File: src/rtl/packet_ingress_arbiter.sv
// Round-robin ingress arbiter: merges NUM_PORTS AXI4-Stream sources into one stream,
// prefixing every forwarded packet with a header beat carrying its length and source port.
module packet_ingress_arbiter #(
    parameter int unsigned AXI_WIDTH = 64,
    parameter int unsigned NUM_PORTS = 4,
    parameter int unsigned LEN_WIDTH = 16
) (
    input  logic                                clk_i,
    input  logic                                rst_i,
    input  logic [NUM_PORTS-1:0][AXI_WIDTH-1:0] s_tdata_i,
    input  logic [NUM_PORTS-1:0]                s_tvalid_i,
    input  logic [NUM_PORTS-1:0]                s_tlast_i,
    input  logic [NUM_PORTS-1:0][LEN_WIDTH-1:0] s_tlen_i,
    output logic [NUM_PORTS-1:0]                s_tready_o,
    output logic [AXI_WIDTH-1:0]                m_tdata_o,
    output logic                                m_tvalid_o,
    output logic                                m_tlast_o,
    input  logic                                m_tready_i,
    output logic [2:0]                          grant_o,
    output logic                                busy_o,
    output logic [31:0]                         pkt_count_o
);

    localparam int unsigned MaxPorts = 8;

    typedef enum logic [1:0] {StIdle, StHeader, StPayload} state_e;

    state_e               state_q, state_d;
    logic [2:0]           grant_q, grant_d;
    logic [2:0]           last_grant_q, last_grant_d;
    logic [LEN_WIDTH-1:0] len_q, len_d;
    logic [31:0]          pkt_count_q, pkt_count_d;

    // Inputs padded to 8 entries so a 3-bit port index can select them directly.
    logic [MaxPorts-1:0]                valid_pad, last_pad;
    logic [MaxPorts-1:0][AXI_WIDTH-1:0] data_pad;
    logic [MaxPorts-1:0][LEN_WIDTH-1:0] len_pad;

    for (genvar g = 0; g < MaxPorts; g++) begin : g_pad
        if (g < NUM_PORTS) begin : g_real
            assign valid_pad[g] = s_tvalid_i[g];
            assign last_pad[g]  = s_tlast_i[g];
            assign data_pad[g]  = s_tdata_i[g];
            assign len_pad[g]   = s_tlen_i[g];
        end else begin : g_none
            assign valid_pad[g] = 1'b0;
            assign last_pad[g]  = 1'b0;
            assign data_pad[g]  = '0;
            assign len_pad[g]   = '0;
        end
    end

    for (genvar g = 0; g < NUM_PORTS; g++) begin : g_ready
        assign s_tready_o[g] = (state_q == StPayload) && (grant_q == 3'(g)) && m_tready_i;
    end

    // First requester after the previous winner, wrapping at NUM_PORTS.
    logic        req_found;
    logic [2:0]  req_idx;
    int unsigned rr_pos;

    always_comb begin
        req_found = 1'b0;
        req_idx   = '0;
        rr_pos    = 0;
        for (int unsigned k = 1; k <= NUM_PORTS; k++) begin
            rr_pos = 32'(last_grant_q) + k;
            if (rr_pos >= NUM_PORTS) rr_pos = rr_pos - NUM_PORTS;
            if (!req_found && valid_pad[3'(rr_pos)]) begin
                req_found = 1'b1;
                req_idx   = 3'(rr_pos);
            end
        end
    end

    logic [15:0]          hdr_len;
    logic [AXI_WIDTH-1:0] hdr_data;

    assign hdr_len = 16'(len_q);

    always_comb begin
        hdr_data                    = '0;
        hdr_data[AXI_WIDTH-1 -: 24] = {hdr_len, 5'd0, grant_q};
    end

    always_comb begin
        m_tdata_o  = '0;
        m_tvalid_o = 1'b0;
        m_tlast_o  = 1'b0;
        case (state_q)
            StHeader: begin
                m_tvalid_o = 1'b1;
                m_tdata_o  = hdr_data;
            end
            StPayload: begin
                m_tdata_o  = data_pad[grant_q];
                m_tvalid_o = valid_pad[grant_q];
                m_tlast_o  = last_pad[grant_q];
            end
            default: ;
        endcase
    end

    always_comb begin
        state_d      = state_q;
        grant_d      = grant_q;
        last_grant_d = last_grant_q;
        len_d        = len_q;
        pkt_count_d  = pkt_count_q;
        case (state_q)
            StIdle: begin
                if (req_found) begin
                    state_d = StHeader;
                    grant_d = req_idx;
                    len_d   = len_pad[req_idx];
                end
            end
            StHeader: begin
                if (m_tready_i) state_d = StPayload;
            end
            StPayload: begin
                if (m_tvalid_o && m_tready_i && m_tlast_o) begin
                    state_d      = StIdle;
                    last_grant_d = grant_q;
                    pkt_count_d  = pkt_count_q + 32'd1;
                end
            end
            default: state_d = StIdle;
        endcase
    end

    always_ff @(posedge clk_i or posedge rst_i) begin
        if (rst_i) begin
            state_q      <= StIdle;
            grant_q      <= '0;
            last_grant_q <= 3'(NUM_PORTS - 1);
            len_q        <= '0;
            pkt_count_q  <= '0;
        end else begin
            state_q      <= state_d;
            grant_q      <= grant_d;
            last_grant_q <= last_grant_d;
            len_q        <= len_d;
            pkt_count_q  <= pkt_count_d;
        end
    end

    assign busy_o      = (state_q != StIdle);
    assign grant_o     = busy_o ? grant_q : 3'd0;
    assign pkt_count_o = pkt_count_q;

endmodule

File: config.mk
export PLATFORM = sky130hd
export DESIGN_NAME = packet_ingress_arbiter
export DESIGN_NICKNAME = d
export VERILOG_FILES = /design/src/rtl/packet_ingress_arbiter.sv
export SDC_FILE = /design/constraint.sdc
export NUM_CORES = 1
export LEC_CHECK = 0
export CORE_AREA = 2 2 170 172
export CTS_CLUSTER_SIZE = 24
export DETAILED_ROUTE_END_ITERATION = 6
export DIE_AREA = 0 0 172 174
export GPL_TIMING_DRIVEN = 0
export HOLD_SLACK_MARGIN = 0.03
export PLACE_DENSITY_LB_ADDON = 0.05
export REMOVE_ABC_BUFFERS = 1
export SYNTH_ARGS = -nofsm -noshare
export SYNTH_HDL_FRONTEND = slang
export SYNTH_SLANG_ARGS = --single-unit
File: constraint.sdc
create_clock -name clk_i -period 3.78 [get_ports clk_i]
set_clock_uncertainty 0.15 [all_clocks]
set_input_delay 0.945 -clock clk_i [delete_from_list [all_inputs] [get_ports clk_i]]
set_output_delay 0.945 -clock clk_i [all_outputs]
set_load 0.1 [all_outputs]
==> results.md <==
- Status: complete, no violations
- Vias in the first global route: 7793
- Fraction of registers with async set/reset: 100%
- Die area: 29900 um2
- # IOs: 437
- Synth cell types: 69
- Worst-skew pair later-pin latency: 310 ps
- Critical path cell sequence: clkdlybuf4s50_1 -> mux4_2 -> and3_1 -> dlygate4sd2_1
- NumNets Final: 1379
- Total GRT Usage: 25.0%
- Ys Warns: 0
- Inst Count DP: 1389
- Clock slew at reported path FFs: 80 ps
- Gate Count Post-Synth: 628
- Ys flop type: dfrtp_1
- HPWL Detailed: 29300 um
- Class of the worst hold path: reg -> reg
- Mux contribution to synthesized area: 27.0%
- DRT antenna net count: 0
- Grt ovf: 0
- Post-synthesis xor/xnor area fraction: 4.23%
- Total number of vias: 7431
- Worst hold margin: 325 ps
- Initial Util: 22.7%
- Number of synthesized flops with an enable pin: 0
- Post-Synth Adder-Cell Area: 1.37%
- First-pass GRT wire length: 54400 um
- Clock sink count: 56
- # fillers: 2866
- Clock Path Buffers: 2
- Post-Route WL: 37900 um
- CTS Buf Count: 5
- Core Region: 28200 um2
- Chip Width: 172 um
- Max Cap Viol: 0
- Mapped Area: 6410 um2
- Tightest Pin Transition: 1100 ps
- CP startpoint kind: primary input
- DR vias/cell: 5.18
- Critical Path End Type: primary output
- Delay of the slowest critical-path stage: 850 ps
- Port buffer count: 436
- Final Cycle Share: 99.0%
- Top delay family on crit path: buffers and inverters
- Final Power: 0.00919 W
- Largest family of logic cells by synthesized area: multiplexers
- Seq/Total Area, Yosys: 21.9%
- Slew Limit Fails: 0
- H-Tree Depth: 2
- Pleak: 4.43 nW
- Area of the multi-input gates: 4720 um2
- Largest net degree at the start of global routing: 63
- CP Max Fanout: 1
- CP max-delay cell: dlygate4sd2_1
- Synth Area in Compound Gates: 19.7%
- Routability cong.: 0.928
- CP Buf/Inv Count: 2
- FF/Latch Area: 1420 um2
- Pwr/cell area: 796 nW/um2
- Worst vdd ir: 0.391 mV
- Final Util: 40.9%
- Worst EP arrival: 2650 ps
- Drc violations: 0
- Syn Area/Cell: 10.2 um2
- Root buf cell: clkbuf_16
- Final cell count without fillers: 1435
- Final Cell Area: 11500 um2
- RSZ-0062 raised after global routing: false
- F_max: 267 MHz
- Initial antenna violation count: 13
- # rows: 62
- Post-Place Cell Area: 11100 um2
- CTS tree: yes
- Wire per inst: 26.4 um
- Required time at the worst-slack endpoint: 2680 ps
- Layout cells sized above 1: 20.7%
- Initial DRC count: 397
- Area growth syn-to-layout: 80.0%
- Setup CP Type: in -> out
- Die height: 174 um
- Setup Viol. Count Final: 0
- First drt pass iteration count: 5
- Fin. Hold Viols: 0
- Synth Area in Simple Gates: 19.8%
- Slew headroom: 26.2%
- FF+latch count, synth: 56
- Minimum clock period: 3740 ps
==> final timing paths <==
check | depth (start not counted) | startpoint | to | slack [ps]
setup / recovery | 4 | s_tdata_i[218] | m_tdata_o[26] | 40
hold / removal | 1 | pkt_count_o[31] | pkt_count_o[31] | 320
setup reg to reg | 10 | last_grant_q[0] | hdr_len[8] | 150
hold reg to reg | 1 | pkt_count_o[31] | pkt_count_o[31] | 320
max in group asynchronous | 3 | rst_i | last_grant_q[0] | 2000
min in group asynchronous | 2 | rst_i | pkt_count_o[31] | 830
==> cell families (layout without fill, tap and decap cells) <==
logic type / after synthesis / after routing
AOI/OAI and AO/OA: 144 / 144
adders and majority gates: 7 / 7
buffers and inverters: 79 / 492
xor gates and xnor gates: 31 / 31
other: 0 / 9
and+or+nand+nor: 225 / 226
DFF: 56 / 56
muxes: 86 / 86
==> per-stage QoR <==
step	setup TNS (ps)	setup WS (ps)
final	0	39.4
after global routing	0	5.17
after detailed placement	-76790	-2410
after global placement	-377270	-3500
after floorplan	-142010	-1710
after CTS	0	3.77
==> what timing repair did <==
action,4_1_cts,5_1_grt
endpoints found under the setup margin,92,42
buffers inserted,19,8
gates resized for setup,180,51
hold buffers,0,0
pin swaps,2,1
gates cloned,2,0
==> cell usage in the layout, fill, tap and decap left out, types with 6 or more instances in the layout <==
cell and count:
clkdlybuf4s15_2 33, a31oi_1 14, xor2_1 9, nor2b_1 16, nor3_1 18, and2_1 7, xnor2_1 22, nand4_1 9
o221ai_1 16, o21ai_0 10, mux4_2 68, o2111ai_1 11, and3_1 51, o221ai_2 6, inv_1 11, clkdlybuf4s50_1 366
mux2i_1 14, buf_2 8, dlygate4sd2_1 9, o32a_1 9, a211oi_1 11, nand2_1 30, or3_1 15, dfrtp_1 52
nand3_1 16, buf_4 22, a211o_1 10, a22o_1 19, diode_2 9, nand2b_1 6, nor2_1 32, clkbuf_2 17
==> registers in the layout, indices dropped and copies added, names as in the netlist <==
| register | flops |
|---|---|
| grant_q | 3 |
| hdr_len | 16 |
| last_grant_q | 3 |
| pkt_count_o | 32 |
| state_q | 2 |
==> cells in the mapped netlist, types with 2 or more instances <==
cell,n,share of area (%)
mux4_2,68,24
dfrtp_1,54,21
and3_1,51,5.0
nor2_1,34,2.0
clkbuf_1,33,1.9
nand2_1,30,1.8
xnor2_1,22,3.0
buf_2,21,1.6
a22o_1,19,2.6
nor3_1,18,1.4
nor2b_1,17,1.7
nand3_1,16,1.2
o221ai_1,16,2.2
or3_1,16,1.6
a31oi_1,14,1.4
mux2i_1,14,2.2
inv_1,13,0.76
a211oi_1,12,1.4
o2111ai_1,11,1.5
o21ai_0,11,0.86
a211o_1,10,1.4
nand4_1,9,0.88
o32a_1,9,1.4
xor2_1,9,1.2
and2_1,8,0.78
ha_1,7,1.4
nand2b_1,7,0.68
buf_4,6,0.70
o221ai_2,6,1.4
buf_6,5,0.88
o2111a_1,5,0.88
o31ai_1,5,0.59
a41oi_1,4,0.55
and4_1,4,0.55
nor4_1,4,0.39
a21oi_1,3,0.23
dfstp_2,2,0.82
mux2_2,2,0.35
nor3_4,2,0.51
o21a_1,2,0.23
==> final cells by class <==
type,count,share of cell area (%)
antenna,9,0.195
clock buffer,5,1.08
clock inverter,3,0.227
inverter,13,0.455
multi-input combinational,494,40.9
sequential,56,12.3
tap,384,4.16
timing repair buffer,470,40.7
timing repair inverter,1,0.0433
==> layer usage <==
metal | part of all wire (%) | global-route usage (%)
met2 | 51 | 43.9
met4 | 1.4 | 5.99
met3 | 9.0 | 7.33
met5 | 0.17 | 0
met1 | 39 | 29.7
==> report_power, final <==
group | internal [W] | leakage (nW) | switching, W
Combinational | 0.00279 | 3.64 | 0.00492
Sequential | 0.000764 | 0.715 | 0.000205
Clock | 0.000252 | 0.0680 | 0.000262
Total | 0.00381 | 4.43 | 0.00539
Power figures use the tool's default switching activity.
